**src/rtl/drivetrain_pkg.sv**
```systemverilog
// Shared drive-train definitions: quadrature phases, step codes, board clock defaults.
// Contents: Q00..Q10 phase constants, step_t encoding, WINDOW_CYC_100MHZ,
//           quad_decode() helper mapping a previous/current phase pair to a step.
package drivetrain_pkg;

  localparam logic [1:0] Q00 = 2'b00;
  localparam logic [1:0] Q01 = 2'b01;
  localparam logic [1:0] Q11 = 2'b11;
  localparam logic [1:0] Q10 = 2'b10;

  typedef enum logic [1:0] {
    STEP_NONE = 2'd0,
    STEP_FWD  = 2'd1,
    STEP_REV  = 2'd2,
    STEP_ERR  = 2'd3
  } step_t;

  // 1 ms speed window at the 100 MHz board clock.
  localparam int WINDOW_CYC_100MHZ = 100000;

  // x4 decode of phase order {A,B}: 00 -> 01 -> 11 -> 10 -> 00 is forward.
  function automatic step_t quad_decode(input logic [1:0] prev, input logic [1:0] cur);
    step_t s;
    s = STEP_NONE;
    if ((prev ^ cur) == 2'b11) begin
      s = STEP_ERR;
    end else if (prev != cur) begin
      case (prev)
        Q00:     s = (cur == Q01) ? STEP_FWD : STEP_REV;
        Q01:     s = (cur == Q11) ? STEP_FWD : STEP_REV;
        Q11:     s = (cur == Q10) ? STEP_FWD : STEP_REV;
        default: s = (cur == Q00) ? STEP_FWD : STEP_REV;
      endcase
    end
    return s;
  endfunction

endpackage

```
**src/rtl/motor_encoder_reader_if.sv**
```systemverilog
// Bundle between one encoder reader and the motor-control top level.
// Inputs to the reader: enc_a/enc_b pins, clear, drive_en.
// Outputs from the reader: pos, speed, speed_valid, dir, stalled, err.
interface motor_encoder_reader_if #(
  parameter int POS_W = 16,
  parameter int SPD_W = 12
);
  logic                    enc_a;
  logic                    enc_b;
  logic                    clear;
  logic                    drive_en;
  logic signed [POS_W-1:0] pos;
  logic signed [SPD_W-1:0] speed;
  logic                    speed_valid;
  logic                    dir;
  logic                    stalled;
  logic                    err;

  // master = the encoder reader itself, slave = its consumer.
  modport master (
    input  enc_a, enc_b, clear, drive_en,
    output pos, speed, speed_valid, dir, stalled, err
  );
  modport slave (
    output enc_a, enc_b, clear, drive_en,
    input  pos, speed, speed_valid, dir, stalled, err
  );
endinterface

```
**src/rtl/enc_input_filter.sv**
```systemverilog
// One encoder channel: 2-flop synchronizer followed by a glitch filter.
// Ports: clk, rst_n (sync, active-low), pin_i (async pin), filt_o (filtered level).
// A change is accepted after FILT_LEN consecutive synchronized samples differ from filt_o.
module enc_input_filter #(
  parameter int FILT_LEN = 4
) (
  input  logic clk,
  input  logic rst_n,
  input  logic pin_i,
  output logic filt_o
);
  localparam int CNT_W = 4;

  logic             sync1_q;
  logic             sync2_q;
  logic             filt_q;
  logic [CNT_W-1:0] cnt_q;

  always_ff @(posedge clk) begin
    if (!rst_n) begin
      sync1_q <= 1'b0;
      sync2_q <= 1'b0;
      filt_q  <= 1'b0;
      cnt_q   <= '0;
    end else begin
      sync1_q <= pin_i;
      sync2_q <= sync1_q;
      // Any sample matching the current level restarts the run count,
      // so a pulse shorter than FILT_LEN never reaches filt_q.
      if (sync2_q == filt_q) begin
        cnt_q <= '0;
      end else if (cnt_q == CNT_W'(FILT_LEN - 1)) begin
        filt_q <= sync2_q;
        cnt_q  <= '0;
      end else begin
        cnt_q <= cnt_q + CNT_W'(1);
      end
    end
  end

  assign filt_o = filt_q;
endmodule

```
**src/rtl/motor_encoder_reader.sv**
```systemverilog
// Quadrature encoder reader for one track motor: position, windowed speed, direction, stall, error.
// Ports: clk, rst_n (sync, active-low), bus (motor_encoder_reader_if.master).
// Pin-to-pos latency FILT_LEN+3 cycles; speed_valid pulses every WINDOW_CYC cycles; all outputs registered.
module motor_encoder_reader
  import drivetrain_pkg::*;
#(
  parameter int FILT_LEN   = 4,
  parameter int WINDOW_CYC = WINDOW_CYC_100MHZ,
  parameter int POS_W      = 16,
  parameter int SPD_W      = 12,
  parameter int STALL_WIN  = 8
) (
  input logic                  clk,
  input logic                  rst_n,
  motor_encoder_reader_if.master bus
);
  localparam int WIN_W = $clog2(WINDOW_CYC);
  localparam int STL_W = $clog2(STALL_WIN + 1);
  localparam logic signed [SPD_W:0] SPD_MAX = $signed({2'b00, {(SPD_W-1){1'b1}}});
  localparam logic signed [SPD_W:0] SPD_MIN = -SPD_MAX;

  logic                    filt_a;
  logic                    filt_b;
  logic [1:0]              cur_ab;
  logic [1:0]              prev_q;
  step_t                   step;
  logic signed [SPD_W:0]   step_ext;
  logic signed [SPD_W:0]   acc_sum;
  logic signed [SPD_W:0]   acc_clip;
  logic                    tc;

  logic signed [POS_W-1:0] pos_q,   pos_d;
  logic signed [SPD_W-1:0] acc_q,   acc_d;
  logic signed [SPD_W-1:0] speed_q, speed_d;
  logic [WIN_W-1:0]        win_q,   win_d;
  logic [STL_W-1:0]        stall_q, stall_d;
  logic                    vld_q,   vld_d;
  logic                    dir_q,   dir_d;
  logic                    err_q,   err_d;

  enc_input_filter #(.FILT_LEN(FILT_LEN)) u_filt_a (
    .clk(clk), .rst_n(rst_n), .pin_i(bus.enc_a), .filt_o(filt_a)
  );
  enc_input_filter #(.FILT_LEN(FILT_LEN)) u_filt_b (
    .clk(clk), .rst_n(rst_n), .pin_i(bus.enc_b), .filt_o(filt_b)
  );

  assign cur_ab = {filt_a, filt_b};
  assign step   = quad_decode(prev_q, cur_ab);
  assign tc     = (win_q == WIN_W'(WINDOW_CYC - 1));

  always_comb begin
    step_ext = '0;
    case (step)
      STEP_FWD: step_ext = (SPD_W+1)'(1);
      STEP_REV: step_ext = -(SPD_W+1)'(1);
      default:  step_ext = '0;
    endcase
    // One extra bit of headroom; a +-1 step can overshoot the limit by one at most.
    acc_sum  = $signed({acc_q[SPD_W-1], acc_q}) + step_ext;
    acc_clip = (acc_sum > SPD_MAX) ? SPD_MAX :
               (acc_sum < SPD_MIN) ? SPD_MIN : acc_sum;
  end

  always_comb begin
    pos_d   = pos_q;
    acc_d   = acc_q;
    speed_d = speed_q;
    win_d   = win_q;
    stall_d = stall_q;
    vld_d   = 1'b0;
    dir_d   = dir_q;
    err_d   = err_q;
    if (bus.clear) begin
      // Clear overrides a same-cycle step and terminal count; speed keeps its last value.
      pos_d   = '0;
      acc_d   = '0;
      win_d   = '0;
      stall_d = '0;
      err_d   = 1'b0;
    end else begin
      case (step)
        STEP_FWD: begin pos_d = pos_q + POS_W'(1); dir_d = 1'b1; end
        STEP_REV: begin pos_d = pos_q - POS_W'(1); dir_d = 1'b0; end
        STEP_ERR: err_d = 1'b1;
        default:  ;
      endcase
      if (tc) begin
        speed_d = acc_clip[SPD_W-1:0];
        vld_d   = 1'b1;
        acc_d   = '0;
        win_d   = '0;
        if (bus.drive_en && (acc_clip == '0)) begin
          stall_d = (stall_q == STL_W'(STALL_WIN)) ? stall_q : stall_q + STL_W'(1);
        end else begin
          stall_d = '0;
        end
      end else begin
        acc_d = acc_clip[SPD_W-1:0];
        win_d = win_q + WIN_W'(1);
      end
    end
  end

  always_ff @(posedge clk) begin
    if (!rst_n) begin
      prev_q  <= Q00;
      pos_q   <= '0;
      acc_q   <= '0;
      speed_q <= '0;
      win_q   <= '0;
      stall_q <= '0;
      vld_q   <= 1'b0;
      dir_q   <= 1'b1;
      err_q   <= 1'b0;
    end else begin
      // prev_q tracks the filtered phase even through clear, so clear never fakes a step.
      prev_q  <= cur_ab;
      pos_q   <= pos_d;
      acc_q   <= acc_d;
      speed_q <= speed_d;
      win_q   <= win_d;
      stall_q <= stall_d;
      vld_q   <= vld_d;
      dir_q   <= dir_d;
      err_q   <= err_d;
    end
  end

  assign bus.pos         = pos_q;
  assign bus.speed       = speed_q;
  assign bus.speed_valid = vld_q;
  assign bus.dir         = dir_q;
  assign bus.err         = err_q;
  assign bus.stalled     = (stall_q == STL_W'(STALL_WIN));
endmodule

```
**src/flat_wrapper.sv**
```systemverilog
// flat-port wrapper written by rule: the top's interface ports become plain ports
module motor_encoder_reader_flat import drivetrain_pkg::*;
#(
  parameter int FILT_LEN   = 4,
  parameter int WINDOW_CYC = WINDOW_CYC_100MHZ,
  parameter int POS_W      = 16,
  parameter int SPD_W      = 12,
  parameter int STALL_WIN  = 8
)
  (clk, rst_n, bus_enc_a, bus_enc_b, bus_clear, bus_drive_en, bus_pos, bus_speed, bus_speed_valid, bus_dir, bus_stalled, bus_err);
  motor_encoder_reader_if #(.POS_W(POS_W), .SPD_W(SPD_W)) bus_i ();
  input logic clk;
  input logic rst_n;
  input wire logic [$bits(bus_i.enc_a)-1:0] bus_enc_a;
  input wire logic [$bits(bus_i.enc_b)-1:0] bus_enc_b;
  input wire logic [$bits(bus_i.clear)-1:0] bus_clear;
  input wire logic [$bits(bus_i.drive_en)-1:0] bus_drive_en;
  output wire logic [$bits(bus_i.pos)-1:0] bus_pos;
  output wire logic [$bits(bus_i.speed)-1:0] bus_speed;
  output wire logic [$bits(bus_i.speed_valid)-1:0] bus_speed_valid;
  output wire logic [$bits(bus_i.dir)-1:0] bus_dir;
  output wire logic [$bits(bus_i.stalled)-1:0] bus_stalled;
  output wire logic [$bits(bus_i.err)-1:0] bus_err;
  assign bus_i.enc_a = bus_enc_a;
  assign bus_i.enc_b = bus_enc_b;
  assign bus_i.clear = bus_clear;
  assign bus_i.drive_en = bus_drive_en;
  assign bus_pos = bus_i.pos;
  assign bus_speed = bus_i.speed;
  assign bus_speed_valid = bus_i.speed_valid;
  assign bus_dir = bus_i.dir;
  assign bus_stalled = bus_i.stalled;
  assign bus_err = bus_i.err;
  motor_encoder_reader #(.FILT_LEN(FILT_LEN), .WINDOW_CYC(WINDOW_CYC), .POS_W(POS_W), .SPD_W(SPD_W), .STALL_WIN(STALL_WIN)) u_core (.clk(clk), .rst_n(rst_n), .bus(bus_i));
endmodule
```
**config.mk**
```make
export PLATFORM = sky130hd
export DESIGN_NAME = motor_encoder_reader_flat
export DESIGN_NICKNAME = d
export VERILOG_FILES = /design/src/rtl/drivetrain_pkg.sv /design/src/rtl/motor_encoder_reader_if.sv /design/src/rtl/enc_input_filter.sv /design/src/rtl/motor_encoder_reader.sv /design/src/flat_wrapper.sv
export SDC_FILE = /design/constraint.sdc
export NUM_CORES = 1
export LEC_CHECK = 0
export ABC_CLOCK_PERIOD_IN_PS = 10690
export CAP_MARGIN = 25
export CELL_PAD_IN_SITES_DETAIL_PLACEMENT = 0
export CELL_PAD_IN_SITES_GLOBAL_PLACEMENT = 1
export CORE_MARGIN = 4
export CORE_UTILIZATION = 47
export DETAILED_ROUTE_END_ITERATION = 10
export PLACE_DENSITY = 0.9
export SLEW_MARGIN = 0
export SYNTH_ARGS = -nofsm -noshare
export SYNTH_HDL_FRONTEND = slang
export SYNTH_SLANG_ARGS = --single-unit
```
**constraint.sdc**
```tcl
create_clock -name clk -period 10.69 [get_ports clk]
set_input_delay 3.207 -clock clk [delete_from_list [all_inputs] [get_ports clk]]
set_output_delay 3.207 -clock clk [all_outputs]
set_load 0.02 [all_outputs]
```
==> Word level (Yosys, flattened, before mapping) <==
Index checks and enable logic that the tools add are counted.
{ "word_totals": {"regBits": 80, "in_bits": 6} }
{ "classes": {"addsub": 7, "magnitude_cmp": 2, "n_eq_ne": 17, "muxes": 15, "bitwise": 5, "reduce_logical": 14} }
{ "op_table": {"columns": ["op", "count"], "rows": [
  ["$pmux 16 s2", 1],
  ["$mux 13", 2],
  ["$pmux 13 s2", 1],
  ["$add 17x1->17 const B", 1],
  ["$eq 17x17->1 const B", 1],
  ["$add 16x2->16 const B", 1],
  ["$sub 16x2->16 const B", 1],
  ["$add 12x13->13", 1],
  ["$gt 13x12->1 const B", 1],
  ["$logic_not 13->1", 1],
  ["$lt 13x12->1 const B", 1],
  ["$add 4x1->4 const B", 3],
  ["$eq 2x2->1 const B", 6],
  ["$mux 2", 6],
  ["$reduce_and 2->1", 5],
  ["$reduce_or 3->1", 3],
  ["$eq 4x2->1 const B", 2],
  ["$mux 4", 2],
  ["$eq 2x1->1 const B", 3],
  ["$pmux 2 s3", 1],
  ["$eq 4x4->1 const B", 1],
  ["$logic_not 2->1", 2],
  ["$not 1->1", 4],
  ["$eq 1x1->1", 2],
  ["8 further kinds", 8]
]} }

==> Logic depth before layout (Yosys ltp) <==
Gate-level depths: netlist (run 1).
{ "depth": {"word_depth": 15, "mapped_depth": 17, "depth_no_buf": 16} }

==> Hierarchy <==
From an unflattened synthesis (run 1), not the netlist that was laid out.
{ "hier_totals": {"cells_unflattened": 502, "area_unflattened_um2": 4529.3} }
{ "by_module_without_submodules": {"columns": ["mod", "instances", "cells_each", "area_per_inst_um2"], "rows": [
  ["motor_encoder_reader", 1, 456, 4038.9],
  ["enc_input_filter", 2, 23, 245.2]
]} }

==> Worst setup path after synthesis (run 1) <==
Ideal clock, no wire load.
{ "synth_timing": {"kind": "in2reg", "start": "input port rst_n", "end": "register u_core.stall_q[1]", "setup_ps": 73, "arrival_time_ps": 4473, "required_time_ps": 10617, "slack_ps": 6145, "cell_stages": 5, "path_cell_list": "nor2b_1 -> nand2_1 -> or3_1 -> or4_4 -> o22ai_2"} }
{ "synth_via": {"elab_chain_len": 2} }
{ "synth_lines": {"columns": ["element", "line", "source"], "rows": [
  ["from (decl)", "flat_wrapper.sv:13", "input logic rst_n;"],
  ["$not 1->1 (no source line)", null, null],
  ["$reduce_or 2->1 (no source line)", null, null],
  ["to (signal assigned)", "motor_encoder_reader.sv:123", "stall_q <= stall_d;"],
  ["to (decl)", "motor_encoder_reader.sv:36", "logic [STL_W-1:0] stall_q, stall_d;"]
]} }
No other way between the ends.
A chain may end at the register's enable or synchronous reset.

==> Final worst setup path (run 1) <==
Same ends and word-level chain as after synthesis.

==> results of run 1 <==
-- through the flow --
step                      util [%]  total power (µW)  setup slack (ps)  cell area (µm²)  hold slack, ps
after global routing         56.86             584.5              4861             5031           455.0
after detailed placement     54.30             316.6              4808             4805           419.9
after CTS                    56.86             569.5              5179             5031           442.0
after global placement       54.30             316.3              4918             4805           419.4
after floorplan                  -             312.7              6145             4344           411.9
final                        56.86             562.8              5190             5031           443.5
-- per-layer routing --
metal	part of all wire (%)	GRT usage (%)	wire length [µm]
met1	47	21.91	4253
met2	49	29.29	4409
met3	3.2	3.538	291
met4	0.73	5.223	66
met5	0	0	0
-- power groups by stage --
stage	sequential (µW)	clock [µW]	combinational, µW
2_1_floorplan	307	0	6.03
3_3_place_gp	307	0	9.51
3_5_place_dp	307	0	9.78
4_1_cts	300	260	9.79
5_1_grt	300	273	11.1
6_report	300	253	9.63
-- worst max-delay path, cell delays in order --
cell and delay, ps:
clkdlybuf4s50_1 940, nor2b_1 520, nand2_1 90, or3_1 380, or4_4 460, o22ai_2 160
-- synth_stat cells (2+ instances only) --
master    instances
fa_1              2
ha_1             33
a211oi_1          8
o21a_1            8
o21ai_0          27
o31a_1            6
nand4_1           2
nor2b_1          11
or3_1             9
and4_1            3
inv_1            19
nand3_1          20
nand2b_1          8
nand2_1          38
nor2_1           72
clkbuf_1         13
a21o_1            5
o31ai_1           3
o21bai_1          3
a21boi_0          2
nor4_1            3
nor3_1           11
dfxtp_1          80
xor2_1           16
and2_1           11
o211ai_1         10
a21oi_1          26
and3_1            7
o22ai_1           5
o21ai_1           4
xnor2_1          21
a31oi_1           2
mux2i_1          10
-- registers in the layout, summed over array words and instances, names as in the netlist --
signal                   count
u_core.acc_q                12
u_core.bus.pos              16
u_core.u_filt_a.sync1_q      1
u_core.prev_q                2
u_core.u_filt_a.sync2_q      1
u_core.bus.err               1
u_core.stall_q               4
u_core.u_filt_b.cnt_q        4
u_core.u_filt_b.filt_o       1
u_core.bus.speed_valid       1
u_core.bus.dir               1
u_core.bus.speed            12
u_core.u_filt_a.cnt_q        4
u_core.win_q                17
u_core.u_filt_b.sync2_q      1
u_core.u_filt_b.sync1_q      1
u_core.u_filt_a.filt_o       1
-- area by class of cell --
class                           count  area, µm²
Tap cell                          108      135.1
Sequential cell                    80       1602
Clock buffer                        9      123.9
Clock inverter                      7      102.6
Inverter                           19      71.32
Timing Repair Buffer               38      377.9
Multi-Input combinational cell    402       2619
Fill cell                         852       3817
-- worst paths after layout --
| check | from | end | slack (ps) |
|---|---|---|---|
| min | u_core.u_filt_b.sync1_q | u_core.u_filt_b.sync2_q | 440 |
| max reg2reg | u_core.u_filt_b.filt_o | u_core.bus.speed[9] | 5810 |
| max | rst_n | u_core.stall_q[1] | 5190 |
| min reg2reg | u_core.u_filt_b.sync1_q | u_core.u_filt_b.sync2_q | 440 |
-- cells by family (layout without fill, tap and decap cells) --
kind of cell	Yosys count	in the layout	synth area share, %
multiplexers	10	10	2.304
AND/OR/NAND/NOR	202	202	22.64
AO/OA/AOI/OAI	118	118	17.45
XOR/XNOR	37	37	7.460
flip-flops	80	80	36.87
adder cells (fa/ha/maj)	35	35	10.43
buffers and inverters	33	73	2.851
==> results summary, run 1 <==
The count of clock tree sinks is 80. The number of DRC markers after the initial detailed-route iteration came out at 102. The total overflow reported by the global router is 0. Setup violations remaining at the end of the flow were counted as 0. The per-cell routed wire length came out at 13.61 µm.

The number of cells upsized or downsized after cts came out at 0. The clock insertion delay at the later pin of the skew report is 350 ps. The share of total power consumed by net switching is 22.43%. Setup repair after global routing left no endpoint under its margin.

The fraction of synthesized cell area taken by the top area cell type is 36.87%. The via count of the first global-routing pass was 3417. The global-route usage over all layers came out at 17.21%. The floorplan die area is 0.01085 mm².

For this design the top-level I/O count stands at 38. The post-detailed-route count of antenna-violating nets is 0. The largest total area in the synthesized netlist belongs to dfxtp_1. The number of placed instances, taps included, is 647.

The placeable core area is 0.008848 mm². The number of standard-cell rows in the floorplan is 34. The most common library cell in the layout ignoring fill and taps is dfxtp_1. The max-slew violation count is 0. Cell internal power was estimated by the tool at 436.6 µW. The worst path uses 51.45% of the clock period. The leakage power summed over all cells came out at 0.001982 µW. The HPWL after detailed placement came out at 6653 µm. The number of remaining DRC errors is 0. The cell count after synthesis came out at 515. Among all flip-flop cells after synthesis, the most frequent one is dfxtp_1.

After synthesis, the netlist uses 50 different library cells. The number of buffers inserted by port buffering is 37. For this run, the number of standard cells in the final layout without fillers is 663.

The global-route wire length before repair is 15730 µm. The power spent charging and discharging nets came out at 126.2 µW. The required time of the critical path is 10970 ps. The worst-path maximum fanout came out at 26. The tightest min-delay check is of the reg2reg type. TritonCTS created 9 clock buffers. The clock network power share came out at 45.0%. The vertical die dimension is 104.1 µm.

The clock tree from TritonCTS is done. The H-tree depth reported by CTS is 3. The yosys synthesis warning count is 0.

The cell sitting at the root of the clock tree is a clkbuf_8. For the worst setup path, the data arrival time is 5780 ps. IR analysis of the VDD net gives a maximum drop of 72.82 µV.

The final RePlAce weighted congestion came out at 0.8161. The setup fix buffers added after clock tree synthesis came out at 0. Once the floorplan was initialized, standard cells occupied 49.10% of the core.

Using the TritonRoute via totals, the vias-per-cell ratio works out to 5.463. The actual transition at the worst max-transition pin came out at 985.8 ps. Sequential cells burn 53.3% of the power. Dividing total power by cell area gives a power density of 111.9 mW/mm². The cell depth of the worst hold path came out at 1. Ranked by total cell area, the synthesized netlist is headed by dfxtp_1 37%, ha_1 9.5%, nor2_1 6.2%. The critical path is of the in2reg type. The number of antenna cells inserted is 0.

The share of synthesized flip-flops with an asynchronous set or reset is 0%. The area overhead of the layout relative to synthesis came out at 15.81%. The number of enable flip-flop cells after synthesis came out at 0. The number of hold-slack violations in the final timing report is 0. The synthesized area divided by synthesized cell count is 8.435 µm².

The via count of the routed design is 3622. The flop and latch count out of synthesis came out at 80. The overall die width is 104.1 µm.

The proportion of layout cells with a drive suffix above 1 is 4.324%. The number of hold buffers added after CTS is 0. The worst setup path is captured at a flip-flop. The buffer levels on the longest clock path came out at 2.

The combinational cell fraction of total power is 1.7%. The sequential fraction of the synthesis area came out at 36.87%. The shortest period the worst path allows came out at 5500 ps. The initial antenna violation count is 0. The net count of the finished layout is 591. The total detailed-routing wirelength is 9021 µm. The number of cell instances on the worst register-to-register path came out at 14. Summing every instance area after synthesis gives 0.004344 mm². Max-cap violations in this run came to 0.

The post-route setup TNS is 0 ps. The length of the first detailed-routing pass in iterations is 5. The clock slew at the register clock pins of the worst setup and hold paths came out at 90 ps. Based on the critical path, the design can be clocked at up to 0.1818 GHz.

The maximum clock skew at final layout came out at 12.66 ps. The post-synthesis net count is 556. In this run the tightest slew margin relative to its limit is 33.99%.

Leaving out fill and tap cells, the most frequent cells in the layout are 80 x dfxtp_1, 72 x nor2_1, 38 x nand2_1, 37 x clkdlybuf4s50_1, 33 x ha_1. The pin count of the biggest net entering global routing is 30. The kind of launch point of the worst setup path is an input pin. The flow ran to the end, and the final reports show no timing, DRC or antenna violations.
Note: power is estimated with default switching activity, not from simulation.
==> run 2, diff against run 1 <==
--- a/config.mk
+++ b/config.mk
@@ -5,14 +5,14 @@
 export SDC_FILE = /design/constraint.sdc
 export NUM_CORES = 1
 export LEC_CHECK = 0
-export ABC_CLOCK_PERIOD_IN_PS = 10690
+export ABC_CLOCK_PERIOD_IN_PS = 5400
 export CAP_MARGIN = 25
 export CELL_PAD_IN_SITES_DETAIL_PLACEMENT = 0
 export CELL_PAD_IN_SITES_GLOBAL_PLACEMENT = 1
 export CORE_MARGIN = 4
-export CORE_UTILIZATION = 47
+export CORE_UTILIZATION = 44
 export DETAILED_ROUTE_END_ITERATION = 10
-export PLACE_DENSITY = 0.9
+export PLACE_DENSITY = 0.85
 export SLEW_MARGIN = 0
 export SYNTH_ARGS = -nofsm -noshare
 export SYNTH_HDL_FRONTEND = slang
==> constraint.sdc (replaced) <==
create_clock -name clk -period 5.4 [get_ports clk]
set_input_delay 1.62 -clock clk [delete_from_list [all_inputs] [get_ports clk]]
set_output_delay 1.62 -clock clk [all_outputs]
set_load 0.02 [all_outputs]
==> results summary, run 2 (synthesized netlist as in run 1, its figures left out) <==
The floorplan step defined a die boundary enclosing 0.01153 mm². The worst-path maximum fanout is 16. OpenSTA, run right after detailed placement, puts the worst setup slack at 1025 ps. The run finished with clean final reports. The initial utilization of the core area, before any placement, comes to 44.86%. In this run the static leakage power is 0.001980 µW. The mean number of vias per cell came out at 5.289. The actual transition at the worst max-transition pin is 857.6 ps.

Traced cell by cell, the critical path runs through nor2b_1 -> o21ai_0 -> o21ai_0 -> ha_1 -> buf_4 -> ha_1 -> o21ai_0 -> o21ai_1 -> a21oi_1 -> o21a_1 -> o211ai_1 -> or3_1 -> or4_4 -> o22ai_2. From bottom edge to top edge, the die measures 107.4 µm. In the global route stage, overall resource usage came out at 16.58%.

The met3 track demand over resource in global routing is 3.839%. The flip-flop count of the largest register after layout is 17. The met1 track demand over resource came out at 20.37%. Among cell families on the critical path, the largest total delay comes from compound AO/OA/AOI/OAI gates.

The layer flagged by global routing as most heavily used is met2. The number of DRC markers after the initial detailed-route iteration is 161. The number of hold-slack violations in the final timing report came out at 0. Cells fill 52.09% of the core in the end. Setup violations remaining at the end of the flow were counted as 0. TritonCTS built the clock tree. The data arrival time at the worst-slack endpoint is 4690 ps. The net count of the finished layout came out at 594. The max-slew headroom at the worst pin came out at 42.58%.

Counting I/O delays and the setup requirement, the final critical path takes 4399 ps. The first global-routing pass estimated 15730 µm of wire. The area overhead of the layout relative to synthesis is 16.13%.

In the layout the commonest cells are 80 x dfxtp_1, 72 x nor2_1, 38 x nand2_1, 37 x clkdlybuf4s50_1, 33 x ha_1. The kind of launch point of the worst setup path is a flip-flop. The number of remaining DRC errors came out at 0. The number of ports placed on the die boundary came out at 38. The total clock buffers created by CTS came out at 9.

Summing internal, switching and leakage power gives 1038 µW. The initial antenna violation count came out at 0. The share of total power in sequential cells came out at 57.2%.

The setup fix buffers added after clock tree synthesis came out at 0. The first detailed-routing pass ran for 5 iterations. The total detailed-routing wirelength came out at 9100 µm. The H-tree generated during clock tree synthesis spans 3 levels. The power spent charging and discharging nets came out at 262.0 µW. The share of total power consumed by net switching came out at 25.24%. After layout, the worst setup slack is 1001 ps. The path class of the tightest hold or removal check is reg2reg. The cell-internal power is 776.2 µW. The root buffer cell chosen for the clock tree is clkbuf_8. The critical path is of the reg2reg type. Across all layers, the routed design uses 3655 vias.

The number of hold buffers added after CTS is 0. The worst IR drop on VDD came out at 107.9 µV. The combinational cell fraction of total power came out at 1.9%.

The number of fill cells in the layout came out at 931. The required time of the critical path is 5690 ps. For this design the ratio of total power to cell area is 205.8 mW/mm². The total overflow reported by the global router is 0.

The post-detailed-route count of antenna-violating nets came out at 0. The reported max-cap violation count came out at 0. For this design, the slowest cell found on the critical path is ha_1. The clock slew at the register clock pins of the worst setup and hold paths came out at 90 ps.

The clock reaches the later pin of the worst-skew pair after 360 ps. In the final layout, the share of cells above drive strength 1 is 4.839%. The post-route fraction of the period consumed by the critical path is 81.47%. The placeable core area came out at 0.009684 mm². The count of clock tree sinks came out at 80.

The pin count of the biggest net entering global routing came out at 27. The max-slew violation count was 0. The library cell used most frequently in the layout, excluding fill and tap cells, is dfxtp_1. The clock network power share is 40.9%. The maximum clock skew at final layout came out at 13.08 ps.

The buffer levels on the longest clock path is 2. The number of antenna cells inserted is 0. The capturing element type of the critical path is a flip-flop. The via count of the first global-routing pass is 3492.

The stage delay of the slowest cell on the critical path is 650 ps. The final RePlAce weighted congestion came out at 0.8402. Static timing analysis puts the maximum clock frequency at 0.2273 GHz.

In the final layout, the multi-input gates occupy 0.002619 mm². The post-route setup TNS came out at 0 ps. The number of standard-cell rows in the floorplan came out at 36.

The register area came out at 0.001602 mm². After clock tree synthesis, the repair step resized 0 gates. The per-cell routed wire length is 13.17 µm.

Buffers placed on the I/O ports in this run total 37. The HPWL after detailed placement came out at 6809 µm. By instance count, the cell type seen most on the critical path is o21ai_0. Counting flops per register, the top entry is u_core.win_q.

The met2 demand-to-capacity share in global routing came out at 29.45%. Counting both buffers and inverters, the worst setup path holds a total of 1. The floorplan step set the die width to 107.4 µm.

Setup repair after global routing left no endpoint under its margin.
[run 2: changes by cell type in the layout (fill, tap and decap cells not counted)]
cell	delta
bufinv_16	-2
buf_4	+3
inv_6	+1
inv_8	+1
[run 2: cell type report]
type | count | area share (%)
Tap cell | 133 | 3.299
Multi-Input combinational cell | 402 | 51.91
Clock buffer | 9 | 2.455
Clock inverter | 7 | 1.240
Inverter | 19 | 1.414
Timing Repair Buffer | 41 | 7.937
Sequential cell | 80 | 31.75
[run 2: metal layers]
layer | vias up | part of all wire, % | wire length (µm)
met1 | 1691 | 47 | 4247
li1 | 1896 | - | -
met4 | 0 | 0.88 | 80
met2 | 57 | 49 | 4426
met5 | - | 0 | 0
met3 | 11 | 3.8 | 345
[run 2: worst paths after layout]
kind                                         startpoint                 endpoint  slack (ps)  depth (start not counted)
worst max-delay path             u_core.u_filt_b.filt_o        u_core.stall_q[1]        1000                         14
worst min-delay path            u_core.u_filt_a.sync1_q  u_core.u_filt_a.sync2_q         450                          1
worst max register to register   u_core.u_filt_b.filt_o        u_core.stall_q[1]        1000                         14
worst min register to register  u_core.u_filt_a.sync1_q  u_core.u_filt_a.sync2_q         450                          1
[run 2: power by group through the flow]
stage                     Clock, µW  Combinational, µW  Sequential [µW]
after floorplan                   0               11.9              607
after global placement            0               20.0              607
after detailed placement          0               20.3              607
after CTS                       440               20.4              594
after global routing            465               22.6              594
final                           425               20.0              593
[run 2: through the flow]
step / area [µm²] / std cells / hold slack (ps)
after floorplan: 4344 / 515 / 411.9
after global placement: 4858 / 675 / 419.6
after detailed placement: 4858 / 675 / 427.8
after CTS: 5045 / 691 / 451.9
after global routing: 5045 / 691 / 470.6
final: 5045 / 691 / 449.2
